<file path="src/rtl/aircon_pkg.sv">
// Shared types and constants for the aircon relay actuator.
// AIRCON_FAULT_EN adds the sticky FAULT state.
package aircon_pkg;

    localparam int unsigned TIMER_W      = 8;
    localparam int unsigned FAN_LEAD_DEF = 2;
    localparam int unsigned FAN_TAIL_DEF = 3;
    localparam int unsigned MIN_OFF_DEF  = 5;

    typedef enum logic [2:0] {
        IDLE     = 3'd0,
        FAN_PRE  = 3'd1,
        HEAT     = 3'd2,
        COOL     = 3'd3,
        FAN_POST = 3'd4
`ifdef AIRCON_FAULT_EN
        ,
        FAULT    = 3'd5
`endif
    } act_state_t;

    typedef enum logic [1:0] {
        REQ_NONE = 2'd0,
        REQ_HEAT = 2'd1,
        REQ_COOL = 2'd2
    } req_t;

    // Conflicting upstream requests collapse to no request.
    function automatic req_t decode_req(input logic heat, input logic cool);
        if (heat && !cool) return REQ_HEAT;
        if (cool && !heat) return REQ_COOL;
        return REQ_NONE;
    endfunction

endpackage

</file>
<file path="src/rtl/aircon_if.sv">
// Request/relay bundle between the aircon controller and the actuator.
// The fault flag exists only when AIRCON_FAULT_EN is defined.
interface aircon_if;

    logic heating_req;
    logic cooling_req;
    logic fan_on;
    logic heater_on;
    logic compressor_on;
    logic lockout;
`ifdef AIRCON_FAULT_EN
    logic fault;
`endif

    modport master (
        output heating_req, cooling_req,
        input  fan_on, heater_on, compressor_on, lockout
`ifdef AIRCON_FAULT_EN
        , fault
`endif
    );

    modport slave (
        input  heating_req, cooling_req,
        output fan_on, heater_on, compressor_on, lockout
`ifdef AIRCON_FAULT_EN
        , fault
`endif
    );

endinterface

</file>
<file path="src/rtl/hold_timer.sv">
// Loadable 8-bit down-counter that saturates at zero.
module hold_timer
    import aircon_pkg::*;
(
    input  logic               clk,
    input  logic               rst,
    input  logic               load,
    input  logic [TIMER_W-1:0] load_val,
    input  logic               dec,
    output logic [TIMER_W-1:0] value,
    output logic               zero_c
);

    always_ff @(posedge clk) begin
        if (rst) begin
            value <= '0;
        end else if (load) begin
            value <= load_val;
        end else if (dec && (value != '0)) begin
            value <= value - TIMER_W'(1);
        end
    end

    assign zero_c = (value == '0);

endmodule

</file>
<file path="src/rtl/aircon_actuator.sv">
// Fan/heater/compressor relay sequencer with fan lead/tail and compressor min-off lockout.
// Define AIRCON_FAULT_EN to add the sticky fault on sustained conflicting requests.
module aircon_actuator
    import aircon_pkg::*;
#(
    parameter int unsigned FAN_LEAD = FAN_LEAD_DEF,
    parameter int unsigned FAN_TAIL = FAN_TAIL_DEF,
    parameter int unsigned MIN_OFF  = MIN_OFF_DEF
) (
    input  logic     clk,
    input  logic     rst,
    aircon_if.slave  bus
);

    act_state_t         state;
    act_state_t         state_next;
    req_t               req_c;

    logic               fsm_load;
    logic [TIMER_W-1:0] fsm_load_val;
    logic               fsm_dec;
    logic [TIMER_W-1:0] fsm_val;
    logic               fsm_zero_c;
    logic               fsm_expired_c;

    logic               lock_load_c;
    logic [TIMER_W-1:0] lock_val;
    logic               lock_zero_c;
    logic               lockout_next_c;

    logic               fan_q;
    logic               heater_q;
    logic               comp_q;
    logic               lockout_q;

    assign req_c = decode_req(bus.heating_req, bus.cooling_req);

    // A phase ends on the edge where the timer would step from 1 to 0.
    assign fsm_expired_c = fsm_zero_c || (fsm_val == TIMER_W'(1));

`ifdef AIRCON_FAULT_EN
    logic both_q;
    logic fault_q;
    logic fault_trip_c;

    assign fault_trip_c = bus.heating_req && bus.cooling_req && both_q;
`endif

    hold_timer u_fsm_timer (
        .clk      (clk),
        .rst      (rst),
        .load     (fsm_load),
        .load_val (fsm_load_val),
        .dec      (fsm_dec),
        .value    (fsm_val),
        .zero_c   (fsm_zero_c)
    );

    // Min-off timer restarts whenever the compressor is about to drop.
    assign lock_load_c    = (state == COOL) && (state_next != COOL);
    assign lockout_next_c = lock_load_c ? (MIN_OFF != 0)
                                        : !(lock_zero_c || (lock_val == TIMER_W'(1)));

    hold_timer u_lock_timer (
        .clk      (clk),
        .rst      (rst),
        .load     (lock_load_c),
        .load_val (TIMER_W'(MIN_OFF)),
        .dec      (1'b1),
        .value    (lock_val),
        .zero_c   (lock_zero_c)
    );

    always_ff @(posedge clk) begin
        if (rst) begin
            state <= IDLE;
        end else begin
            state <= state_next;
        end
    end

    always_comb begin
        state_next   = state;
        fsm_load     = 1'b0;
        fsm_load_val = '0;
        fsm_dec      = 1'b0;
        case (state)
            IDLE: begin
                if (req_c != REQ_NONE) begin
                    state_next   = FAN_PRE;
                    fsm_load     = 1'b1;
                    fsm_load_val = TIMER_W'(FAN_LEAD);
                end
            end
            FAN_PRE: begin
                fsm_dec = 1'b1;
                if (req_c == REQ_NONE) begin
                    state_next   = FAN_POST;
                    fsm_load     = 1'b1;
                    fsm_load_val = TIMER_W'(FAN_TAIL);
                end else if (fsm_expired_c) begin
                    if (req_c == REQ_HEAT) begin
                        state_next = HEAT;
                    end else if (!lockout_q) begin
                        state_next = COOL;
                    end
                end
            end
            HEAT: begin
                if (req_c != REQ_HEAT) begin
                    state_next   = FAN_POST;
                    fsm_load     = 1'b1;
                    fsm_load_val = TIMER_W'(FAN_TAIL);
                end
            end
            COOL: begin
                if (req_c != REQ_COOL) begin
                    state_next   = FAN_POST;
                    fsm_load     = 1'b1;
                    fsm_load_val = TIMER_W'(FAN_TAIL);
                end
            end
            FAN_POST: begin
                fsm_dec = 1'b1;
                if (req_c != REQ_NONE) begin
                    state_next   = FAN_PRE;
                    fsm_load     = 1'b1;
                    fsm_load_val = TIMER_W'(FAN_LEAD);
                end else if (fsm_expired_c) begin
                    state_next = IDLE;
                end
            end
`ifdef AIRCON_FAULT_EN
            FAULT: begin
                state_next = FAULT;
            end
`endif
            default: begin
                state_next = IDLE;
            end
        endcase
`ifdef AIRCON_FAULT_EN
        if (fault_trip_c) begin
            state_next   = FAULT;
            fsm_load     = 1'b1;
            fsm_load_val = '0;
        end
`endif
    end

    // Relay drives follow the next state so they change on the same edge as the FSM.
    always_ff @(posedge clk) begin
        if (rst) begin
            fan_q     <= 1'b0;
            heater_q  <= 1'b0;
            comp_q    <= 1'b0;
            lockout_q <= 1'b0;
        end else begin
            fan_q     <= state_next inside {FAN_PRE, HEAT, COOL, FAN_POST};
            heater_q  <= (state_next == HEAT);
            comp_q    <= (state_next == COOL);
            lockout_q <= lockout_next_c;
        end
    end

`ifdef AIRCON_FAULT_EN
    always_ff @(posedge clk) begin
        if (rst) begin
            both_q  <= 1'b0;
            fault_q <= 1'b0;
        end else begin
            both_q  <= bus.heating_req && bus.cooling_req;
            fault_q <= (state_next == FAULT);
        end
    end

    assign bus.fault = fault_q;
`endif

    assign bus.fan_on        = fan_q;
    assign bus.heater_on     = heater_q;
    assign bus.compressor_on = comp_q;
    assign bus.lockout       = lockout_q;

endmodule

</file>
<file path="src/flat_wrapper.sv">
// flat-port wrapper written by rule: the top's interface ports become plain ports
module aircon_actuator_flat import aircon_pkg::*;
#(
    parameter int unsigned FAN_LEAD = FAN_LEAD_DEF,
    parameter int unsigned FAN_TAIL = FAN_TAIL_DEF,
    parameter int unsigned MIN_OFF  = MIN_OFF_DEF
)
  (clk, rst, bus_heating_req, bus_cooling_req, bus_fan_on, bus_heater_on, bus_compressor_on, bus_lockout);
  aircon_if bus_i ();
  input  logic clk;
  input  logic rst;
  input wire logic [$bits(bus_i.heating_req)-1:0] bus_heating_req;
  input wire logic [$bits(bus_i.cooling_req)-1:0] bus_cooling_req;
  output wire logic [$bits(bus_i.fan_on)-1:0] bus_fan_on;
  output wire logic [$bits(bus_i.heater_on)-1:0] bus_heater_on;
  output wire logic [$bits(bus_i.compressor_on)-1:0] bus_compressor_on;
  output wire logic [$bits(bus_i.lockout)-1:0] bus_lockout;
  assign bus_i.heating_req = bus_heating_req;
  assign bus_i.cooling_req = bus_cooling_req;
  assign bus_fan_on = bus_i.fan_on;
  assign bus_heater_on = bus_i.heater_on;
  assign bus_compressor_on = bus_i.compressor_on;
  assign bus_lockout = bus_i.lockout;
  aircon_actuator #(.FAN_LEAD(FAN_LEAD), .FAN_TAIL(FAN_TAIL), .MIN_OFF(MIN_OFF)) u_core (.clk(clk), .rst(rst), .bus(bus_i));
endmodule
</file>
<file path="config.mk">
export PLATFORM = sky130hd
export DESIGN_NAME = aircon_actuator_flat
export DESIGN_NICKNAME = d
export VERILOG_FILES = /design/src/rtl/aircon_pkg.sv /design/src/rtl/aircon_if.sv /design/src/rtl/hold_timer.sv /design/src/rtl/aircon_actuator.sv /design/src/flat_wrapper.sv
export SDC_FILE = /design/constraint.sdc
export NUM_CORES = 1
export LEC_CHECK = 0
export CAP_MARGIN = 20
export CORE_UTILIZATION = 50
export DETAILED_ROUTE_END_ITERATION = 16
export PLACE_DENSITY_LB_ADDON = 0.1
export SLEW_MARGIN = 40
export SYNTH_ARGS = -nofsm -noshare
export SYNTH_HDL_FRONTEND = slang
export SYNTH_SLANG_ARGS = --single-unit
</file>
<file path="constraint.sdc">
create_clock -name clk -period 3.3 [get_ports clk]
set_clock_uncertainty 0.05 [all_clocks]
set_input_delay 0.66 -clock clk [delete_from_list [all_inputs] [get_ports clk]]
set_output_delay 0.66 -clock clk [all_outputs]
set_load 0.05 [all_outputs]
</file>
==> impl_metrics.ini <==
[outcome]
status = finished clean

[route]
viasPerCell = 5.81
vias = 994
drt_iter0_drc = 10
drc = 0
wl_met3_um = 54
wire_per_inst_um = 13.4
finalWirelength_mm = 2.30
antenna_left = 0
wirelength_met1_mm = 1.13
route.met2.wl_mm = 1.08
firstDrtPassIters = 4
routed.top_layer = met4

[clocking]
cts_max_path_buffers = 2
cts_buffers = 3
clk_latency_ns = 0.32
cts_sinks = 23
cts_setup_buffers = 0
htree_num_levels = 1
cts.repair.resized = 0
cts_root_buf = clkbuf_4
cts-hold-fix-buffers = 0
clk_pin_slew_worst_paths_ns = 0.12
cts_tree = yes

[pwr]
p_leak_nw = 0.524
p_total_w = 0.00102
p_per_area_nw_per_um2 = 751
ir_worst_vdd_mv = 0.556

[sta]
rsz0062_at_grt = false
setup_tns_ns = 0
slew_violations = 0
finalSetupViolCount = 0
fin_hold_ws_ns = 0.448
period_share_pct = 77.6
finalHoldViolations = 0
worst_slew_pin_slew_ns = 0.684
layout_min_cycle_time_ns = 2.56
slew_headroom_pct = 54.3
max_clock_freq_mhz = 391

[critical_path]
worstPathMaxFanout = 7
crit_required_ns = 3.47
r2r_setup_slack_ns = 1.27
ff2ff_path_depth = 4
crit_type = in -> reg
cp-end-kind = flip-flop
arrival_ns = 2.73
r2r_start = u_core.state[0]
start_kind = input pin
rr_endpoint = u_core.u_fsm_timer.value[4]

[yosys]
synth_top_flop_cell = dfxtp_1
synth_cell_types = 43
yosysTopAreaCell = dfxtp_1
synth-edff-count = 0
syn_nets = 147
synth.avg_cell_area_um2 = 9.18
synth_warnings = 0
syn-cell-area_um2 = 1250
ys_ff_latch = 23
syn_inst = 136
synth_top_area_share_pct = 36.9
async_flop_share_pct = 0
yosysSeqAreaShare_pct = 36.9
synth_area_leaders = dfxtp_1 37%, ha_1 7.0%, xnor2_1 3.5%

[min_path]
worstHoldPathType = reg -> reg
min_path_cells = 2
min-delay-start = u_core.u_lock_timer.value[3]
hold_end = u_core.u_lock_timer.value[3]

[placed_design]
dpl.hpwl_mm = 1.79
place.gp.congestion = 0.769
io_buffers = 7

[die]
floorplan.initialDensity_pct = 54.9
rows = 17
die_w_um = 52.0
fp.coreArea_um2 = 2280
ios = 8
die_h_um = 52.0
die_area_um2 = 2700

[global_route]
grt_max_degree = 14
grt_pass1_vias = 932
grt_pass1_wl_mm = 4.01
antenna_found_initial = 0
overflow = 0
grt.total_usage_pct = 20.1

[cells_and_area]
multi_input_area_um2 = 722
seqCellArea_um2 = 460
final_common_cell = dfxtp_1
num_antenna_cells = 0
fill_cells = 206
syn_to_final_growth_pct = 8.92
final_cell_mix = 23 x dfxtp_1, 11 x nor2_1, 10 x inv_1
fin_nets = 155
drive_gt1_share_pct = 8.39

[flow_run]
cap_violations = 0
[cell families (layout without fill, tap and decap cells)]
kind of cell / after synthesis / in the layout / share of synthesized area, %
flip-flops: 23 / 23 / 36.9
multiplexers: 4 / 4 / 3.61
AO/OA/AOI/OAI: 31 / 31 / 19.1
AND/OR/NAND/NOR: 49 / 49 / 23.1
buffers and inverters: 15 / 22 / 5.31
adder cells (fa/ha/maj): 7 / 7 / 7.01
XOR/XNOR: 7 / 7 / 4.91
[metal layers]
metal  track usage [%]  vias up
li1                  -      514
met1              26.7      462
met2              31.8       13
met3              3.51        5
met4              8.11        0
met5                 0        -
[worst max-delay path: stages]
cell and delay (ns):
clkdlybuf4s50_1 0.49, inv_1 0.05, ha_1 0.36, nor3_1 0.11
a2111oi_2 0.68, o311ai_0 0.28, o41ai_1 0.10
[registers in the layout, indices dropped and copies added (netlist names)]
register                   flops
u_core.bus.heater_on           1
u_core.u_lock_timer.value      8
u_core.bus.fan_on              1
u_core.state                   3
u_core.u_fsm_timer.value       8
u_core.bus.lockout             1
u_core.bus.compressor_on       1
[cells in the mapped netlist, drive strengths merged (4+ instances only)]
cell type	count
dfxtp	23
nand2b	5
ha	7
nand2	6
a31oi	5
nor4	5
nand3	4
a21oi	7
inv	10
nor3	5
xnor2	5
nor2	11
[metrics by stage]
stage	std cells	util [%]	setup WS (ns)	area, um2
6_report	171	59.8	0.739	1360
5_1_grt	171	59.8	0.556	1360
4_1_cts	171	59.8	0.745	1360
3_5_place_dp	167	58.5	0.411	1330
3_3_place_gp	167	58.5	0.549	1330
2_1_floorplan	136	-	1.16	1250
[worst max-delay path by stage]
| stage | end | startpoint | depth (start not counted) |
|---|---|---|---|
| finish | u_core.u_fsm_timer.value[4] | bus_cooling_req | 7 |
| global route | u_core.u_fsm_timer.value[4] | bus_cooling_req | 7 |
| CTS | u_core.u_fsm_timer.value[4] | bus_cooling_req | 7 |
| detailed placement | u_core.u_fsm_timer.value[4] | bus_cooling_req | 7 |
| global placement | u_core.u_fsm_timer.value[4] | bus_cooling_req | 7 |
| floorplan | u_core.u_fsm_timer.value[4] | bus_cooling_req | 6 |
[where the power goes]
group	switching (W)	total (W)	internal (W)	leakage, nW
Combinational	0.000251	0.000466	0.000215	0.317
Sequential	0.0000748	0.000423	0.000348	0.189
Clock	0.0000872	0.000133	0.0000454	0.0177
[layout make-up]
type / count / share of cell area, %
clock buffer: 3 / 1.66
multi-input combinational: 98 / 53.1
tap: 28 / 2.58
clock inverter: 1 / 0.368
inverter: 10 / 2.76
sequential: 23 / 33.9
timing repair buffer: 8 / 5.70
(Power assumes the default switching activity.)
